File: src/rtl/count_step_monitor.sv
// count_step_monitor
//   Receiving-side monitor for a 4-bit up/down counter bus. Each sample strobe
//   captures the count, classifies the wrap-around step from the previous
//   capture (HOLD / UP / DOWN / illegal), and drives a registered 7-segment
//   pattern of the captured value.
//
// Ports
//   CLK         in   system clock, rising edge
//   CLR         in   asynchronous active-low reset
//   sample_en   in   capture strobe for Q_in
//   Q_in[3:0]   in   counter value
//   step_valid  out  pulse: classification outputs updated this cycle
//   dir_up      out  last legal non-zero step was +1 (1) or -1 (0)
//   paused      out  HOLD_LIMIT or more consecutive zero steps seen
//   err         out  pulse: last step was illegal
//   err_count   out  saturating count of illegal steps
//   seg[6:0]    out  active-low {g,f,e,d,c,b,a} of last captured value

module count_step_monitor #(
    parameter int HOLD_LIMIT = 1,
    parameter int ERR_W      = 8
) (
    input  logic             CLK,
    input  logic             CLR,
    input  logic             sample_en,
    input  logic [3:0]       Q_in,
    output logic             step_valid,
    output logic             dir_up,
    output logic             paused,
    output logic             err,
    output logic [ERR_W-1:0] err_count,
    output logic [6:0]       seg
);

    localparam logic [3:0] HOLD_LIM = 4'(HOLD_LIMIT);
    localparam logic [6:0] SEG_ZERO = 7'b1000000;

    typedef enum logic {
        ST_EMPTY = 1'b0,   // no previous sample held yet
        ST_TRACK = 1'b1    // prev_q is valid, steps are classified
    } state_t;

    state_t state_q, state_d;

    logic [3:0]       prev_q,       prev_d;
    logic [3:0]       hold_cnt_q,   hold_cnt_d;
    logic             step_valid_q, step_valid_d;
    logic             dir_up_q,     dir_up_d;
    logic             paused_q,     paused_d;
    logic             err_q,        err_d;
    logic [ERR_W-1:0] err_count_q,  err_count_d;
    logic [6:0]       seg_q,        seg_d;

    logic [3:0] step;
    logic [3:0] hold_inc;

    function automatic logic [6:0] seg_decode(input logic [3:0] val);
        logic [6:0] pat;
        case (val)
            4'h0: pat = 7'b1000000;
            4'h1: pat = 7'b1111001;
            4'h2: pat = 7'b0100100;
            4'h3: pat = 7'b0110000;
            4'h4: pat = 7'b0011001;
            4'h5: pat = 7'b0010010;
            4'h6: pat = 7'b0000010;
            4'h7: pat = 7'b1111000;
            4'h8: pat = 7'b0000000;
            4'h9: pat = 7'b0010000;
            4'hA: pat = 7'b0001000;
            4'hB: pat = 7'b0000011;
            4'hC: pat = 7'b1000110;
            4'hD: pat = 7'b0100001;
            4'hE: pat = 7'b0000110;
            default: pat = 7'b0001110;
        endcase
        return pat;
    endfunction

    // ---------------- state register ----------------
    always_ff @(posedge CLK or negedge CLR) begin
        if (!CLR) begin
            state_q <= ST_EMPTY;
        end else begin
            state_q <= state_d;
        end
    end

    // ---------------- next-state logic ----------------
    always_comb begin
        state_d = state_q;
        if (sample_en) begin
            state_d = ST_TRACK;
        end
    end

    // ---------------- output / datapath logic ----------------
    // 4-bit subtraction gives the mod-16 step directly, so F->0 is +1 and
    // 0->F is -1 without any special casing.
    assign step     = Q_in - prev_q;
    assign hold_inc = (hold_cnt_q == 4'hF) ? hold_cnt_q : hold_cnt_q + 4'd1;

    always_comb begin
        prev_d       = prev_q;
        hold_cnt_d   = hold_cnt_q;
        step_valid_d = 1'b0;
        dir_up_d     = dir_up_q;
        paused_d     = paused_q;
        err_d        = 1'b0;
        err_count_d  = err_count_q;
        seg_d        = seg_q;

        if (sample_en) begin
            seg_d  = seg_decode(Q_in);
            // prev follows every capture, including illegal steps, so the
            // monitor resynchronises to whatever the counter now shows.
            prev_d = Q_in;

            if (state_q == ST_TRACK) begin
                step_valid_d = 1'b1;
                case (step)
                    4'd0: begin
                        hold_cnt_d = hold_inc;
                        paused_d   = (hold_inc >= HOLD_LIM);
                    end
                    4'd1: begin
                        dir_up_d   = 1'b1;
                        hold_cnt_d = 4'd0;
                        paused_d   = 1'b0;
                    end
                    4'd15: begin
                        dir_up_d   = 1'b0;
                        hold_cnt_d = 4'd0;
                        paused_d   = 1'b0;
                    end
                    default: begin
                        err_d      = 1'b1;
                        hold_cnt_d = 4'd0;
                        paused_d   = 1'b0;
                        if (err_count_q != '1) begin
                            err_count_d = err_count_q + ERR_W'(1);
                        end
                    end
                endcase
            end
        end
    end

    always_ff @(posedge CLK or negedge CLR) begin
        if (!CLR) begin
            prev_q       <= 4'd0;
            hold_cnt_q   <= 4'd0;
            step_valid_q <= 1'b0;
            dir_up_q     <= 1'b1;
            paused_q     <= 1'b0;
            err_q        <= 1'b0;
            err_count_q  <= '0;
            seg_q        <= SEG_ZERO;
        end else begin
            prev_q       <= prev_d;
            hold_cnt_q   <= hold_cnt_d;
            step_valid_q <= step_valid_d;
            dir_up_q     <= dir_up_d;
            paused_q     <= paused_d;
            err_q        <= err_d;
            err_count_q  <= err_count_d;
            seg_q        <= seg_d;
        end
    end

    assign step_valid = step_valid_q;
    assign dir_up     = dir_up_q;
    assign paused     = paused_q;
    assign err        = err_q;
    assign err_count  = err_count_q;
    assign seg        = seg_q;

endmodule

File: config.mk
export PLATFORM = sky130hd
export DESIGN_NAME = count_step_monitor
export DESIGN_NICKNAME = d
export VERILOG_FILES = /design/src/rtl/count_step_monitor.sv
export SDC_FILE = /design/constraint.sdc
export NUM_CORES = 1
export LEC_CHECK = 0
export ABC_AREA = 1
export CELL_PAD_IN_SITES_DETAIL_PLACEMENT = 2
export CELL_PAD_IN_SITES_GLOBAL_PLACEMENT = 2
export CORE_ASPECT_RATIO = 0.6
export CORE_MARGIN = 5
export CORE_UTILIZATION = 31
export CTS_BUF_LIST = sky130_fd_sc_hd__clkbuf_4 sky130_fd_sc_hd__clkbuf_8 sky130_fd_sc_hd__clkbuf_16
export DETAILED_ROUTE_END_ITERATION = 10
export PLACE_DENSITY = 0.88
export SYNTH_ARGS = -nofsm -noshare
export SYNTH_HDL_FRONTEND = slang
export SYNTH_SLANG_ARGS = --single-unit
File: constraint.sdc
create_clock -name CLK -period 2.63 [get_ports CLK]
set_clock_uncertainty 0.15 [all_clocks]
set_input_delay 0.263 -clock CLK [delete_from_list [all_inputs] [get_ports CLK]]
set_output_delay 0.263 -clock CLK [all_outputs]
set_load 0.05 [all_outputs]
==> reports/results.ini, run 1 <==
[status]
status = completed

[logic_synthesis]
synth_top_cell_by_area = dfrtp_1
synth_area_leaders = dfrtp_1 39%, nand2_1 12%, ha_1 8.3%
yosysUniqueCellTypes = 30
synth_cells = 209
synthTopCellsByCount = 51 x nand2_1, 26 x dfrtp_1, 25 x inv_1
ys_warn_count = 0
synthesis.nets = 228
avgSynthCellArea_um2 = 7.962
netlist_area_um2 = 1664
synth_top_area_share = 0.3910
synth_edf_count = 0
dominantRegCellSynth = dfrtp_1
post-synth-top-count-cell = nand2_1
ys_seq_area_frac = 0.4226
ys_ff_latch = 28
synth_async_sr_flop_share = 1.000

[final_layout]
diodes = 0
drive_above_1_share = 0.1157
stdcell_count = 308
syn2layout_area_growth_pct = 24.89
fillCellCount = 612
nNetsFinal = 263
finish.utilization = 0.4051

[clock_tree]
cts_root_buf = clkbuf_8
clkSinkCount = 28
clock_latency_ns = 0.27
cts.repair.resized = 0
cts_htree_levels = 1
cts_setup_buffers = 0
hold_buffers = 0
cts_buffers = 3
clkSlewWorstSetupHoldPaths_ns = 0.09
cts_tree = done
clk_path_buf_depth = 2

[route]
finalWirelength_um = 4992
via_per_inst = 4.922
wl_per_cell_um = 16.21
drt.antenna.violating_nets = 0
drc = 0
dr_total_vias = 1516
dr.pass1.iters = 4
drt_iter0_markers = 42

[sta]
tightest_slew_ns = 0.4996
fmax_ghz = 0.4186
setup_ws_ns = 0.2409
hold_violations = 0
hold-worst-slack_ns = 0.2104
fin_crit_sh = 0.9084
slew_viol_final = 0
slew_headroom = 0.6659
setup_viol = 0
rsz0062_at_grt = false
period_minus_slack_ns = 2.389

[place]
pre_cts_ws_ns = -0.1054
port_buffers = 25
place.gp.congestion = 0.7507
dpl.hpwl_um = 4133
dp.cells = 305

[floorplan]
die_y_um = 66.75
start_util = 0.3244
core_area_um2 = 5130
dieWidth_um = 104.6
rows = 20
dieArea_um2 = 6981
pin_count = 26

[global_route]
grt_pass1_vias = 1690
grt_usage = 0.1535
grt_pass1_wl_um = 8569
grt_overflow = 0
antenna_found_initial = 0
grt_max_degree = 29

[power_and_ir_drop]
vdd_drop_max_uv = 293.5
p_per_area_nw_per_um2 = 698.8
total_leakage_power_uw = 0.001002
p_total_uw = 1452

[setup_path]
r2r_end = err_count[2]
cp-end-kind = register
critical_path_class = in2reg
critPathLaunchType = input port
timing.critical_path.mode_cell = nand2_1
arrival_ns = 2.40
path_max_fanout = 6
startpoint = Q_in[0]
slowest_delay_ns = 0.49
worstPathRequired_ns = 2.64
cp_slowest_cell = clkdlybuf4s50_1
reg2reg_from = prev_q[0]
reg2regPathDepth = 11
endpoint = err_count[2]
crit_chain = clkdlybuf4s50_1, inv_1, ha_1, inv_1, fa_1, nand2_1, nor2_1, nand3_1, nand2_2, nor2_4, nand2_1, nand2_1, nand2_1
rrSetupSlack_ns = 0.41

[min_path]
hold_path_class = in2async

[flow_run]
cap_violations = 0

[stage by stage]
stage / TNS (ns) / area (um2)
finish: 0 / 2078
global route: 0 / 2078
CTS: 0 / 2078
detailed placement: -0.3845 / 2037
global placement: 0 / 2037
floorplan: 0 / 1664
[where the power goes]
part	internal [uW]	switching (uW)	leakage (uW)	total, uW
combinational	213	429	0.000633	643
clock	103	131	0.0000216	234
sequential	505	71.2	0.000347	576
total	821	631	0.00100	1450
[sequential cells by signal, indices dropped and copies added, names as in the netlist]
signal      count
err_count       8
seg             7
hold_cnt_q      4
prev_q          4
dir_up          1
err             1
paused          1
state_q         1
step_valid      1
[how the worst min path moves through the flow]
stage	to	depth (start not counted)
after global routing	seg[5]	2
after detailed placement	seg[6]	2
final	seg[5]	2
after CTS	seg[5]	2
after global placement	prev_q[0]	2
after floorplan	err	0
[metal layers]
metal,vias to the layer above,GRT usage,part of all wire
met5,-,0,0
met4,0,0.01754,0.0020
met3,3,0.03775,0.033
met2,18,0.2516,0.45
met1,763,0.2127,0.52
li1,732,-,-
[placed cells by master, fill, tap and decap left out, types with 6 or more instances in the layout]
cell and instances:
inv_1 25, o21ai_0 11, nand2_1 51, ha_1 11, buf_4 10, nor2_1 19, nand3_1 20, clkdlybuf4s50_1 25
dfrtp_1 26, a21oi_1 6
[cell families after synthesis]
family	Yosys count	synth area share
AOI/OAI and AO/OA	27	0.09097
xor gates and xnor gates	5	0.02631
adders and majority gates	12	0.09474
buffers and inverters	34	0.08947
DFF	28	0.4226
and+or+nand+nor	103	0.2759
[final cells by class]
cell class                      count  area, um2  share of cell area
Clock buffer                        3      41.29             0.01987
Inverter                           29      113.9             0.05479
Multi-Input combinational cell    147      812.0              0.3907
Sequential cell                    28      703.2              0.3384
Tap cell                           66      82.58             0.03974
Timing Repair Buffer               35      325.3              0.1565
[worst max-delay path, delay by kind of cell]
kind	cells	cell delay, ns
and+or+nand+nor	8	0.84
buffers and inverters	3	0.66
adders and majority gates	2	0.65
(Power assumes the default switching activity.)
==> run 2: changes to the inputs <==
- CORE_MARGIN: 5 -> 8
- CORE_UTILIZATION: 31 -> 35
- DONT_BUFFER_PORTS: default -> 1
- PLACE_DENSITY: 0.88 -> 0.84
==> run 2 against run 1 <==
Compared with the run above: via count is 4.2% lower; hold slack worse by 0.21 ns; maximum frequency is 1.4% lower; sequential power is 11% higher; die area is 4.4% higher; critical path depth is 2 lower; register-to-register slack worse by 0.20 ns; critical path type is now reg2reg.
==> reports/results.ini, run 2 (synthesis gave the netlist of run 1 again) <==
[power_and_ir_drop]
p_sw_uw = 632.7
total_leakage_power_uw = 0.0009512
p_per_area_nw_per_um2 = 779.5
internal-power_uw = 861.5
pwr-share-clk = 0.232
swShare = 0.4234
vdd_drop_max_uv = 261.3
power_frac_comb = 0.340
seqPwrFrac = 0.428

[final_layout]
nNetsFinal = 243
diodes = 0
final_common_cell = nand2_1
most-common-layout-cells = 51 x nand2_1, 26 x dfrtp_1, 25 x inv_1, 20 x nand3_1, 19 x nor2_1
fin_area_um2 = 1917
syn2layout_area_growth_pct = 15.19
drive_above_1_share = 0.1300
largest_reg_flops = 8

[setup_path]
slowest_delay_ns = 0.39
cp_slowest_cell = fa_1
critical_path_class = reg2reg
arrival_ns = 2.45
worstPathRequired_ns = 2.65
cp-end-kind = register
crit_family = simple AND/OR/NAND/NOR gates
cp_num_buf_inv = 1
critPathLaunchType = register
crit_chain = ha_1, inv_1, fa_1, xnor2_1, nor2_1, nand3_1, nand2_2, nor2_4, nand2_1, nand2_1, nand2_1
timing.critical_path.mode_cell = nand2_1
path_max_fanout = 12

[sta]
rsz0062_at_grt = false
period_minus_slack_ns = 2.422
hold_violations = 0
fin_crit_sh = 0.9210
hold-worst-slack_ns = 0.004777
slew_viol_final = 0
tightest_slew_ns = 0.5536
setup_viol = 0
tns_ns = 0
slew_headroom = 0.6309
setup_ws_ns = 0.2078
fmax_ghz = 0.4128

[global_route]
grt_overflow = 0
grt_max_degree = 29
grt_pass1_vias = 1640
grt_pass1_wl_um = 8742
antenna_found_initial = 0
grt_usage = 0.1473

[clock_tree]
cts_root_buf = clkbuf_8
clock_latency_ns = 0.28
cts_buffers = 3
clkSlewWorstSetupHoldPaths_ns = 0.10
clkSinkCount = 28
cts_htree_levels = 1
cts_tree = done
cts_setup_buffers = 0
clk_path_buf_depth = 2
cts.repair.resized = 0
hold_buffers = 6

[floorplan]
start_util = 0.3646
dieArea_um2 = 7289
core_area_um2 = 4564
dieWidth_um = 105.0
rows = 19
die_y_um = 69.41
pin_count = 26

[min_path]
hold_path_class = in2reg

[route]
dr_total_vias = 1453
drc = 0
dr.pass1.iters = 4
wl_per_cell_um = 17.78
via_per_inst = 5.080
finalWirelength_um = 5084
drt_iter0_markers = 29
drt.antenna.violating_nets = 0

[flow_run]
cap_violations = 0

[status]
status = completed

[place]
dpl.hpwl_um = 3679
port_buffers = 0
pre_cts_ws_ns = 0.1025
post_dp_cell_area_um2 = 1775
place.gp.congestion = 0.7679

==> run 2: changes by cell type in the layout (fill, tap and decap cells not counted), sizes merged <==
cell           before  now
clkdlybuf4s50      25    0
bufinv              0    1
dlygate4sd3         0    5
==> run 2: power groups by stage <==
stage | clock, uW | sequential (uW) | combinational (uW)
3_5_place_dp | 0 | 648 | 481
4_1_cts | 358 | 641 | 517
3_3_place_gp | 0 | 643 | 461
2_1_floorplan | 0 | 779 | 208
5_1_grt | 370 | 651 | 563
6_report | 347 | 640 | 508
==> run 2: routing by layer <==
metal  part of all wire  GRT usage  up-vias
met5                  0          0        -
met4              0.017    0.04717        0
met3              0.059    0.04824       11
met2               0.45     0.2350       29
met1               0.47     0.1833      717
li1                   -          -      696
==> run 2: worst reg2reg max path: stages, from the launching register on <==
cell and delay [ns]:
dfrtp_1 0.36, ha_1 0.15, inv_1 0.06, fa_1 0.39
xnor2_1 0.27, nor2_1 0.08, nand3_1 0.10, nand2_2 0.08
nor2_4 0.26, nand2_1 0.23, nand2_1 0.11, nand2_1 0.07
==> run 2: cell type report <==
| class | instances | area (um2) |
|---|---|---|
| Clock buffer | 3 | 41.29 |
| Clock inverter | 1 | 30.03 |
| Fill cell | 556 | 2648 |
| Inverter | 29 | 113.9 |
| Multi-Input combinational cell | 147 | 812.0 |
| Sequential cell | 28 | 703.2 |
| Tap cell | 63 | 78.83 |
| Timing Repair Buffer | 15 | 137.6 |
==> run 2: path summary, 6_finish.rpt <==
kind,from,endpoint,slack (ns),depth (start not counted)
max reg2reg,prev_q[0],err_count[7],0.21,11
min,sample_en,seg[4],0.005,2
min reg2reg,state_q,state_q,0.38,1
min in group asynchronous,CLR,seg[5],0.27,2
max,prev_q[0],err_count[7],0.21,11
max in group asynchronous,CLR,dir_up,1.82,2
==> run 2: metrics by stage <==
stage,utilization,std cells,total power (uW)
floorplan,-,209,987.1
global placement,0.3890,276,1103
CTS,0.4200,286,1516
global route,0.4200,286,1584
finish,0.4200,286,1494
detailed placement,0.3890,276,1129
==> run 3: changes to the inputs <==
--- a/config.mk
+++ b/config.mk
@@ -19,2 +19,3 @@
 export SYNTH_HDL_FRONTEND = slang
 export SYNTH_SLANG_ARGS = --single-unit
+export TNS_END_PERCENT = 30
--- a/constraint.sdc
+++ b/constraint.sdc
@@ -3,3 +3,3 @@
 set_input_delay 0.263 -clock CLK [delete_from_list [all_inputs] [get_ports CLK]]
 set_output_delay 0.263 -clock CLK [all_outputs]
-set_load 0.05 [all_outputs]
+set_load 0.005 [all_outputs]
==> run 3 against run 2 <==
Compared with the run above: sequential cell count unchanged; highest routed layer unchanged; largest cell class unchanged; first-iteration DRC count up 38%; combinational power shrank 43%; sequential power fell by 7.3%; worst setup slack improved by 0.070 ns.
==> reports/results.ini, run 3 (synthesis gave the netlist of run 1 again) <==
[status]
status = completed

[final_layout]
fillCellCount = 548
syn2layout_area_growth_pct = 12.78
finish.utilization = 0.4112
diodes = 0
final_common_cell = nand2_1
nNetsFinal = 237
largest_reg_flops = 8
drive_above_1_share = 0.09677
most-common-layout-cells = 51 x nand2_1, 26 x dfrtp_1, 25 x inv_1, 20 x nand3_1, 19 x nor2_1

[setup_path]
reg2reg_from = prev_q[0]
crit_family = simple AND/OR/NAND/NOR gates
rrSetupSlack_ns = 0.28
critPathLaunchType = register
crit_chain = ha_1, inv_1, fa_1, nand2_1, nor2_1, nand3_1, nand2_2, nor2_4, nand2_1, nand2_1, nand2_1
arrival_ns = 2.39
slowest_delay_ns = 0.46
critical_path_depth = 11
critical_path_class = reg2reg
path_max_fanout = 12
worstPathRequired_ns = 2.66
r2r_end = err_count[1]
cp_num_buf_inv = 1
cp-end-kind = register
reg2regPathDepth = 11
timing.critical_path.mode_cell = nand2_1
cp_slowest_cell = fa_1

[place]
dpl.hpwl_um = 3624
pre_cts_ws_ns = 0.1443
place.gp.congestion = 0.7496
port_buffers = 0

[clock_tree]
cts_buffers = 3
clkSlewWorstSetupHoldPaths_ns = 0.11
clk_path_buf_depth = 2
cts_setup_buffers = 0
cts_tree = done
cts.repair.resized = 0
clock_latency_ns = 0.28
cts_root_buf = clkbuf_8
clkSinkCount = 28
cts_htree_levels = 1

[global_route]
grt_overflow = 0
grt_usage = 0.1478
grt_max_degree = 29
grt_pass1_wl_um = 8673
antenna_found_initial = 0
grt_pass1_vias = 1626

[floorplan]
pin_count = 26
core_area_um2 = 4564
dieArea_um2 = 7289
dieWidth_um = 105.0
start_util = 0.3646
rows = 19
die_y_um = 69.41

[flow_run]
cap_violations = 0

[sta]
tightest_slew_ns = 0.3819
fmax_ghz = 0.4251
slew_viol_final = 0
setup_viol = 0
period_minus_slack_ns = 2.352
setup_ws_ns = 0.2776
slew_headroom = 0.7445
hold_violations = 0
fin_crit_sh = 0.8945
tns_ns = 0
rsz0062_at_grt = false
hold-worst-slack_ns = 0.006172

[route]
dr.pass1.iters = 4
drt.antenna.violating_nets = 0
drc = 0
finalWirelength_um = 5124
dr_total_vias = 1389
wl_per_cell_um = 18.30
drt_iter0_markers = 40
via_per_inst = 4.961

[min_path]
hold_end = seg[2]
hold_path_class = in2reg
whs_path_depth = 2
min_from = Q_in[2]

[power_and_ir_drop]
vdd_drop_max_uv = 260.1
total_leakage_power_uw = 0.0009182
p_total_uw = 1236
p_per_area_nw_per_um2 = 658.8

-- run 3: worst max-delay path by stage --
stage | to | startpoint | slack (ns)
2_1_floorplan | err_count[5] | Q_in[0] | 0.47
3_3_place_gp | err_count[6] | Q_in[0] | 0.27
3_5_place_dp | err_count[1] | Q_in[0] | 0.14
4_1_cts | err_count[1] | prev_q[0] | 0.25
5_1_grt | err_count[2] | prev_q[2] | 0.1
6_report | err_count[1] | prev_q[0] | 0.28
-- run 3: routing by layer --
layer  track usage  wire [um]  up-vias
met5             0          0        -
met2        0.2392       2271       34
li1              -          -      683
met4       0.02830         47        0
met3       0.04917        357        7
met1        0.1875       2447      665
-- run 3: final cells by class --
cell class	instances	area (um2)	share of cell area
clock buffer	3	41.29	0.02200
clock inverter	1	30.03	0.01600
inverter	29	113.9	0.06067
multi-input combinational	147	812.0	0.4327
sequential	28	703.2	0.3747
tap	63	78.83	0.04200
timing repair buffer	9	97.59	0.05200
-- run 3: what timing repair did --
action	CTS	global route
endpoints found under the setup margin	0	0
endpoints found under the hold margin	36	0
hold buffers	8	0
-- run 3: metrics by stage --
| step | instances | instance area, um2 |
|---|---|---|
| floorplan | 209 | 1664 |
| global placement | 268 | 1715 |
| detailed placement | 268 | 1715 |
| CTS | 280 | 1877 |
| global route | 280 | 1877 |
| finish | 280 | 1877 |
-- run 3: power breakdown --
| part | leakage (uW) | total (uW) | switching [uW] | internal, uW |
|---|---|---|---|---|
| Combinational | 0.000535 | 288 | 179 | 109 |
| Sequential | 0.000347 | 593 | 87.4 | 505 |
| Clock | 0.0000357 | 356 | 152 | 204 |
| Total | 0.000918 | 1240 | 418 | 819 |
